### src/rtl/calc_pkg.sv
// Shared opcodes, FSM state encoding and RV32 field extractors for the lw_exec load executor.
package calc_pkg;

    localparam logic [6:0] OPC_LOAD  = 7'b0000011;
    localparam logic [6:0] OPC_STORE = 7'b0100011;
    localparam logic [2:0] F3_W      = 3'b010;

    typedef enum logic [2:0] {
        IDLE   = 3'd0,
        FETCH  = 3'd1,
        DECODE = 3'd2,
        MEM    = 3'd3,
        WB     = 3'd4,
        HALT   = 3'd5
    } state_e;

    function automatic logic [4:0] f_rs1(input logic [31:0] ir);
        return ir[19:15];
    endfunction

    function automatic logic [4:0] f_rs2(input logic [31:0] ir);
        return ir[24:20];
    endfunction

    function automatic logic [4:0] f_rd(input logic [31:0] ir);
        return ir[11:7];
    endfunction

    function automatic logic [31:0] f_imm_i(input logic [31:0] ir);
        return {{20{ir[31]}}, ir[31:20]};
    endfunction

    function automatic logic [31:0] f_imm_s(input logic [31:0] ir);
        return {{20{ir[31]}}, ir[31:25], ir[11:7]};
    endfunction

endpackage

### src/rtl/rv_regfile.sv
// 32xW register file: x0 reads zero, two operand read ports plus a debug read port, one sync write.
module rv_regfile #(
    parameter int W = 32
) (
    input  logic         clk,
    input  logic         rst_n,
    input  logic [4:0]   ra1,
    output logic [W-1:0] rd1,
    input  logic [4:0]   ra2,
    output logic [W-1:0] rd2,
    input  logic [4:0]   ra3,
    output logic [W-1:0] rd3,
    input  logic         we,
    input  logic [4:0]   wa,
    input  logic [W-1:0] wd
);

    logic [W-1:0] regs_q [32];
    logic [W-1:0] regs_d [32];

    always_comb begin
        for (int i = 0; i < 32; i++) regs_d[i] = regs_q[i];
        if (we && wa != 5'd0) regs_d[wa] = wd;
    end

    always_ff @(posedge clk or negedge rst_n) begin
        if (!rst_n) begin
            for (int i = 0; i < 32; i++) regs_q[i] <= '0;
        end else begin
            for (int i = 0; i < 32; i++) regs_q[i] <= regs_d[i];
        end
    end

    assign rd1 = (ra1 == 5'd0) ? '0 : regs_q[ra1];
    assign rd2 = (ra2 == 5'd0) ? '0 : regs_q[ra2];
    assign rd3 = (ra3 == 5'd0) ? '0 : regs_q[ra3];

endmodule

### src/rtl/lw_exec.sv
// Multicycle LW executor over a shared word RAM; SW support is added when LW_EXEC_STORE_EN is defined.
module lw_exec
    import calc_pkg::*;
#(
    parameter int W         = 32,
    parameter int AW        = 4,
    parameter int PROG_BASE = 8
) (
    input  logic          clk,
    input  logic          rst_n,
    input  logic          start,
    output logic [AW-1:0] mem_addr,
    input  logic [W-1:0]  mem_rdata,
    output logic          mem_we,
    output logic [W-1:0]  mem_wdata,
    input  logic [4:0]    rf_raddr,
    output logic [W-1:0]  rf_rdata,
    output logic          busy,
    output logic          done,
    output logic          err,
    output logic [7:0]    retired
);

    state_e        state_q, state_d;
    logic [AW-1:0] pc_q, pc_d;
    logic [W-1:0]  ir_q, ir_d;
    logic [AW-1:0] ea_q, ea_d;
    logic [W-1:0]  mdr_q, mdr_d;
    logic          err_q, err_d;
    logic [7:0]    ret_q, ret_d;

    logic [W-1:0]  rs1_val, rs2_val, imm, ea_full;
    logic          is_lw, is_sw, ea_ok, pc_last, bad_op;

    rv_regfile #(.W(W)) u_rf (
        .clk   (clk),
        .rst_n (rst_n),
        .ra1   (f_rs1(ir_q)),
        .rd1   (rs1_val),
        .ra2   (f_rs2(ir_q)),
        .rd2   (rs2_val),
        .ra3   (rf_raddr),
        .rd3   (rf_rdata),
        .we    (state_q == WB && is_lw),
        .wa    (f_rd(ir_q)),
        .wd    (mdr_q)
    );

    always_comb begin
        is_lw = (ir_q[6:0] == OPC_LOAD) && (ir_q[14:12] == F3_W);
`ifdef LW_EXEC_STORE_EN
        is_sw = (ir_q[6:0] == OPC_STORE) && (ir_q[14:12] == F3_W);
`else
        is_sw = 1'b0;
`endif
        bad_op  = !(is_lw || is_sw);
        imm     = is_sw ? f_imm_s(ir_q) : f_imm_i(ir_q);
        // Base is read here in DECODE, so rd==rs1 sees the pre-load value.
        ea_full = rs1_val + imm;
        ea_ok   = (ea_full[W-1:AW] == '0);
        pc_last = (pc_q == {AW{1'b1}});
    end

    always_ff @(posedge clk or negedge rst_n) begin
        if (!rst_n) begin
            state_q <= IDLE;
            pc_q    <= AW'(PROG_BASE);
            ir_q    <= '0;
            ea_q    <= '0;
            mdr_q   <= '0;
            err_q   <= 1'b0;
            ret_q   <= '0;
        end else begin
            state_q <= state_d;
            pc_q    <= pc_d;
            ir_q    <= ir_d;
            ea_q    <= ea_d;
            mdr_q   <= mdr_d;
            err_q   <= err_d;
            ret_q   <= ret_d;
        end
    end

    always_comb begin
        state_d = state_q;
        case (state_q)
            IDLE:    if (start) state_d = FETCH;
            FETCH:   state_d = DECODE;
            DECODE:  state_d = (ir_q == '0 || bad_op || !ea_ok) ? HALT : MEM;
            MEM:     state_d = WB;
            WB:      state_d = pc_last ? HALT : FETCH;
            HALT:    state_d = HALT;
            default: state_d = IDLE;
        endcase
    end

    always_comb begin
        pc_d  = pc_q;
        ir_d  = ir_q;
        ea_d  = ea_q;
        mdr_d = mdr_q;
        err_d = err_q;
        ret_d = ret_q;
        case (state_q)
            FETCH:  ir_d = mem_rdata;
            DECODE: begin
                ea_d  = ea_full[AW-1:0];
                err_d = (ir_q != '0) && (bad_op || !ea_ok);
            end
            MEM:    mdr_d = mem_rdata;
            WB: begin
                if (ret_q != 8'hFF) ret_d = ret_q + 8'd1;
                // Running off the top of RAM is a fault; the wrapped word is never fetched.
                pc_d  = pc_q + 1'b1;
                err_d = pc_last;
            end
            default: ;
        endcase
    end

    always_comb begin
        mem_addr  = (state_q == MEM) ? ea_q : pc_q;
        mem_we    = (state_q == MEM) && is_sw;
        mem_wdata = mem_we ? rs2_val : '0;
        busy      = (state_q == FETCH) || (state_q == DECODE) ||
                    (state_q == MEM)   || (state_q == WB);
        done      = (state_q == HALT);
        err       = err_q;
        retired   = ret_q;
    end

endmodule

### config.mk
export PLATFORM = sky130hd
export DESIGN_NAME = lw_exec
export DESIGN_NICKNAME = d
export VERILOG_FILES = /design/src/rtl/calc_pkg.sv /design/src/rtl/rv_regfile.sv /design/src/rtl/lw_exec.sv
export SDC_FILE = /design/constraint.sdc
export NUM_CORES = 2
export LEC_CHECK = 0
export CAP_MARGIN = 20
export CORE_MARGIN = 3
export CORE_UTILIZATION = 46
export CTS_BUF_LIST = sky130_fd_sc_hd__clkbuf_4 sky130_fd_sc_hd__clkbuf_8
export CTS_CLUSTER_SIZE = 25
export DETAILED_ROUTE_END_ITERATION = 10
export PLACE_DENSITY = 0.58
export RECOVER_POWER = 100
export SYNTH_ARGS = -nofsm -noshare
export SYNTH_HDL_FRONTEND = slang
export SYNTH_HIERARCHICAL = 1
export SYNTH_SLANG_ARGS = --single-unit
### constraint.sdc
create_clock -name clk -period 12.1 [get_ports clk]
set_clock_uncertainty 0.05 [all_clocks]
set_input_delay 3.63 -clock clk [delete_from_list [all_inputs] [get_ports clk]]
set_output_delay 3.63 -clock clk [all_outputs]
set_load 0.01 [all_outputs]
### After elaboration in Yosys (flattened, before gate mapping)

Index checks and enable logic that the tools add are counted.

| storage, ports and cells | value |
|---|---|
| register bits after elaboration | 1108 |
| output and inout port bits | 80 |
| logic and storage cells | 98 |

| operators by class | value |
|---|---|
| add/sub/neg operators | 3 |
| order comparisons | 4 |
| equality and inequality tests | 10 |
| multiplexer cells | 17 |
| bitwise operators | 3 |
| reduce and logical (&&, ||, !) cells | 22 |

Operator list:

| operator | number |
|---|---|
| 1024-bit bitwise mux | 1 |
| 32-bit binary-select mux with 5-bit select | 2 |
| 32-bit 2-to-1 mux | 7 |
| 32-bit demux with 5-bit select | 1 |
| 32-bit adder | 1 |
| 32-bit zero test | 1 |
| 32-bit nonzero test | 1 |
| 28-bit zero test | 1 |
| 6-bit greater-or-equal comparator, second input constant | 3 |
| 5-bit inverter with 6-bit output | 3 |
| 3-bit case mux with 6 select lines | 1 |
| 5-bit zero test | 2 |
| 3-bit by 2-bit equality test with 1-bit output, second input constant | 3 |
| 3-bit 2-to-1 mux | 3 |
| 8-bit by 1-bit adder with 8-bit output, second input constant | 1 |
| 8-bit != test, second input constant | 1 |
| 7-bit by 2-bit equality test with 1-bit output, second input constant | 1 |
| 3-bit equality test, second input constant | 2 |
| 1-bit logical OR | 6 |
| 6-bit by 1-bit < comparator with 1-bit output, second input constant | 1 |
| 1-bit logical AND | 5 |
| 5-bit nonzero test | 1 |
| 4-bit by 1-bit adder with 4-bit output, second input constant | 1 |
| 4-bit equality test, second input constant | 1 |
| other kinds (8) | 9 |

### Depth between registers and ports, before layout

| depth | value |
|---|---|
| depth after elaboration | 11 |
| gate-level depth with buffers | 18 |

### Hierarchy

The synthesis kept the hierarchy.

Modules (own cells, without submodules):

| module | times used | cells each | area each (sq um) | sequential area each (sq um) |
|---|---|---|---|---|
| rv_regfile | 1 | 4277 | 63308.2 | 25624.6 |
| lw_exec | 1 | 580 | 5776.8 | 2103.3 |

### Least setup slack after synthesis

No wires, ideal clock.

| path | value |
|---|---|
| kind | input -> output |
| start point | in rf_raddr[2] |
| end point | out rf_rdata[11] |
| arrival | 4.965 ns |
| slack | 3.455 ns |
| stages on the path | 6 |
| cells stage by stage | buf_4 > buf_4 > buf_2 > clkbuf_1 > a211oi_1 > a311oi_1 |

| on the way | value |
|---|---|
| word-level cells in the longest chain between the ends | 5 |

Ends and longest elaborated chain:

| element | line | source |
|---|---|---|
| start, declared | lw_exec.sv:16 | `input logic [4:0] rf_raddr,` |
| 5-bit inverter with 6-bit output (implied by the code) | rv_regfile.sv:36 | `assign rd3 = (ra3 == 5'd0) ? '0 : regs_q[ra3];` |
| 32-bit binary-select mux with 5-bit select | rv_regfile.sv:36 |  |
| 32-bit 2-to-1 mux (implied by the code) (2 in series) | rv_regfile.sv:36 |  |
| 32-bit 2-to-1 mux * | rv_regfile.sv:36 |  |
| end, declared | lw_exec.sv:17 | `output logic [W-1:0] rf_rdata,` |

Mark *: on every way between the ends. The rest lies on a longest branch, timed or not. The select of a mux whose other input is x is not followed.

### Worst setup path in the final report

| path | value |
|---|---|
| start point | in rf_raddr[3] |
| end point | out rf_rdata[11] |

The elaborated chain is that of the path after synthesis.

==> impl_metrics.ini <==
[setup_path]
worstPathCellList = buf_2 -> or2_2 -> clkbuf_2 -> a211oi_1 -> a311oi_1 -> dlygate4sd3_1
criticalPathCategory = input port to output pin
reg2reg_depth = 17
regToRegEndpoint = err
cp_slowest_stage_delay_ns = 1.28
reg2reg_from = ir_q[16]
path_max_fanout = 32
crit_end = rf_rdata[11]
reg2reg_slack_ns = 2.08
setup.worst_path.start = rf_raddr[3]
worstSetupStartpointType = input port
critPathCaptureType = output pin
cp.required_ns = 8.42
arrival_ns = 7.84
cp_slowest_cell = clkbuf_2

[clock_network]
post_cts_buffers = 0
cts_sinks = 1108
cts_resized = 0
cts_made_buffers = 189
cts.clk_slew.worst_paths_ns = 0.06
tritoncts = built
h-tree-depth = 4
worstSkewPairLatency_ns = 0.93
holdBufCountCts = 0
clock-root-buffer = clkbuf_8
cts_max_path_buffers = 3

[logic_synthesis]
syn_inst = 4193
syn-cell-area_sq_um = 60700
ys_warn_count = 6
postSynthAreaPerCell_sq_um = 14.5

[floorplanning]
rows = 132
die_h_um = 369
die-area_sq_um = 136000
dieWidth_um = 369
ios = 120
core_sq_um = 130000
initial_utilization = 0.466

[global_route]
track_usage = 0.292
overflow = 0
grt_pass1_vias = 40200
antenna_found_initial = 12
grt_pass1_wl_um = 289000
grt_max_degree = 169

[sta]
final-hold-violation-count = 0
tns_ns = 0
min_period_ns = 11.52
tightest_slew_ns = 6.18
whs_ns = 0.345
fin_crit_sh = 0.952
max_freq_mhz = 86.8
rsz0062_at_grt = false
finalSetupViolations = 0
slew_headroom = -3.12
slew_viol_final = 1812
worst_slack_ns = 0.576

[status]
outcome = finished with violations
violations = capacitance limit, slew limit

[layout]
seq_area_sq_um = 27700
areaGrowthSynthToFinish_pct = 8.94
stdcell_count = 6023
final_nets = 4207
fillers = 11200
multi_input_area_sq_um = 30300
drive_above_1_share = 0.468

[routing]
vias = 39600
drc = 0
viasPerCell = 6.58
drt_iter0_markers = 3940
wl_um = 199000
wire_per_inst_um = 33.0
first_pass_iters = 5
ant_nets = 0

[worst_hold_path]
hp-class = flip-flop to flip-flop

[placed_design]
hpwl_um = 116000
dp_cells = 5680
gp_congestion = 0.864
numPortBuffers = 86
pre_cts_ws_ns = 1.36

[pwr]
peakVddDrop_mv = 0.182
fin_total_pwr_mw = 12.5
power_density_nw_per_um2 = 189
p_leak_nw = 30.2

[job]
maxCapViolCount = 51
## through the flow
step	instance area (sq um)	util
floorplan	60900	-
global placement	62200	0.477
detailed placement	62200	0.478
CTS	66400	0.509
global route	66200	0.508
finish	66200	0.508
## area by class of cell
type	instances	share of cell area
flip-flops and latches	1108	0.419
clock buffers	314	0.0595
inverters	10	0.000643
clock inverters	22	0.00306
diodes	3	0.000113
repair buffers	200	0.0266
multi-input cells	2624	0.458
well taps	1742	0.0329
## cells in the final DEF (no fill, tap or decap), types with 39 or more instances in the layout
| cell type | n |
|---|---|
| dfrtp_1 | 1103 |
| mux2_2 | 1070 |
| mux4_2 | 448 |
| clkbuf_8 | 253 |
| mux2i_1 | 133 |
| nand2_1 | 93 |
| o21ai_1 | 92 |
| a211oi_1 | 70 |
| dlygate4sd3_1 | 70 |
| nor2b_1 | 69 |
| a22oi_1 | 66 |
| clkbuf_4 | 64 |
| buf_4 | 63 |
| mux2_1 | 60 |
| a311oi_1 | 58 |
| a221oi_1 | 48 |
| o21ai_0 | 44 |
| nor2_1 | 41 |
| a21oi_1 | 39 |
## state kept, by name, summed over array words and instances (netlist names)
| register | count |
|---|---|
| ea_q | 4 |
| pc_q | 4 |
| ir_q | 32 |
| state_q | 3 |
| mdr_q | 32 |
| u_rf/regs_q | 1024 |
| retired | 8 |
| err | 1 |
## how the worst min path moves through the flow
stage / cells after the start / slack, ns / start / endpoint
finish: 0 / 0.34 / u_rf/regs_q[1000] / u_rf/regs_q[1000]
global route: 0 / 0.36 / u_rf/regs_q[1023] / u_rf/regs_q[1023]
CTS: 0 / 0.35 / u_rf/regs_q[1014] / u_rf/regs_q[1014]
detailed placement: 0 / 0.33 / u_rf/regs_q[1001] / u_rf/regs_q[1001]
global placement: 0 / 0.33 / u_rf/regs_q[1000] / u_rf/regs_q[1000]
floorplan: 1 / 0.39 / u_rf/regs_q[1000] / u_rf/regs_q[1000]
## metal layers
layer,vias up,part of all wire,GRT usage
li1,16100,-,-
met1,21600,0.42,0.407
met2,1610,0.46,0.451
met3,395,0.072,0.0525
met4,4,0.042,0.123
met5,-,0.00014,0
## power by group
part / internal (mW) / total [mW] / switching (mW)
combinational: 1.54 / 4.38 / 2.84
clock: 2.10 / 3.69 / 1.59
sequential: 3.85 / 4.44 / 0.591
## critical path: cells and delay by family
kind                   cells  cell delay (ns)
buffers and inverters      3             2.74
AOI/OAI and AO/OA          2             1.18
and+or+nand+nor            1             0.25
No activity file was read; power rests on OpenSTA's default activity.
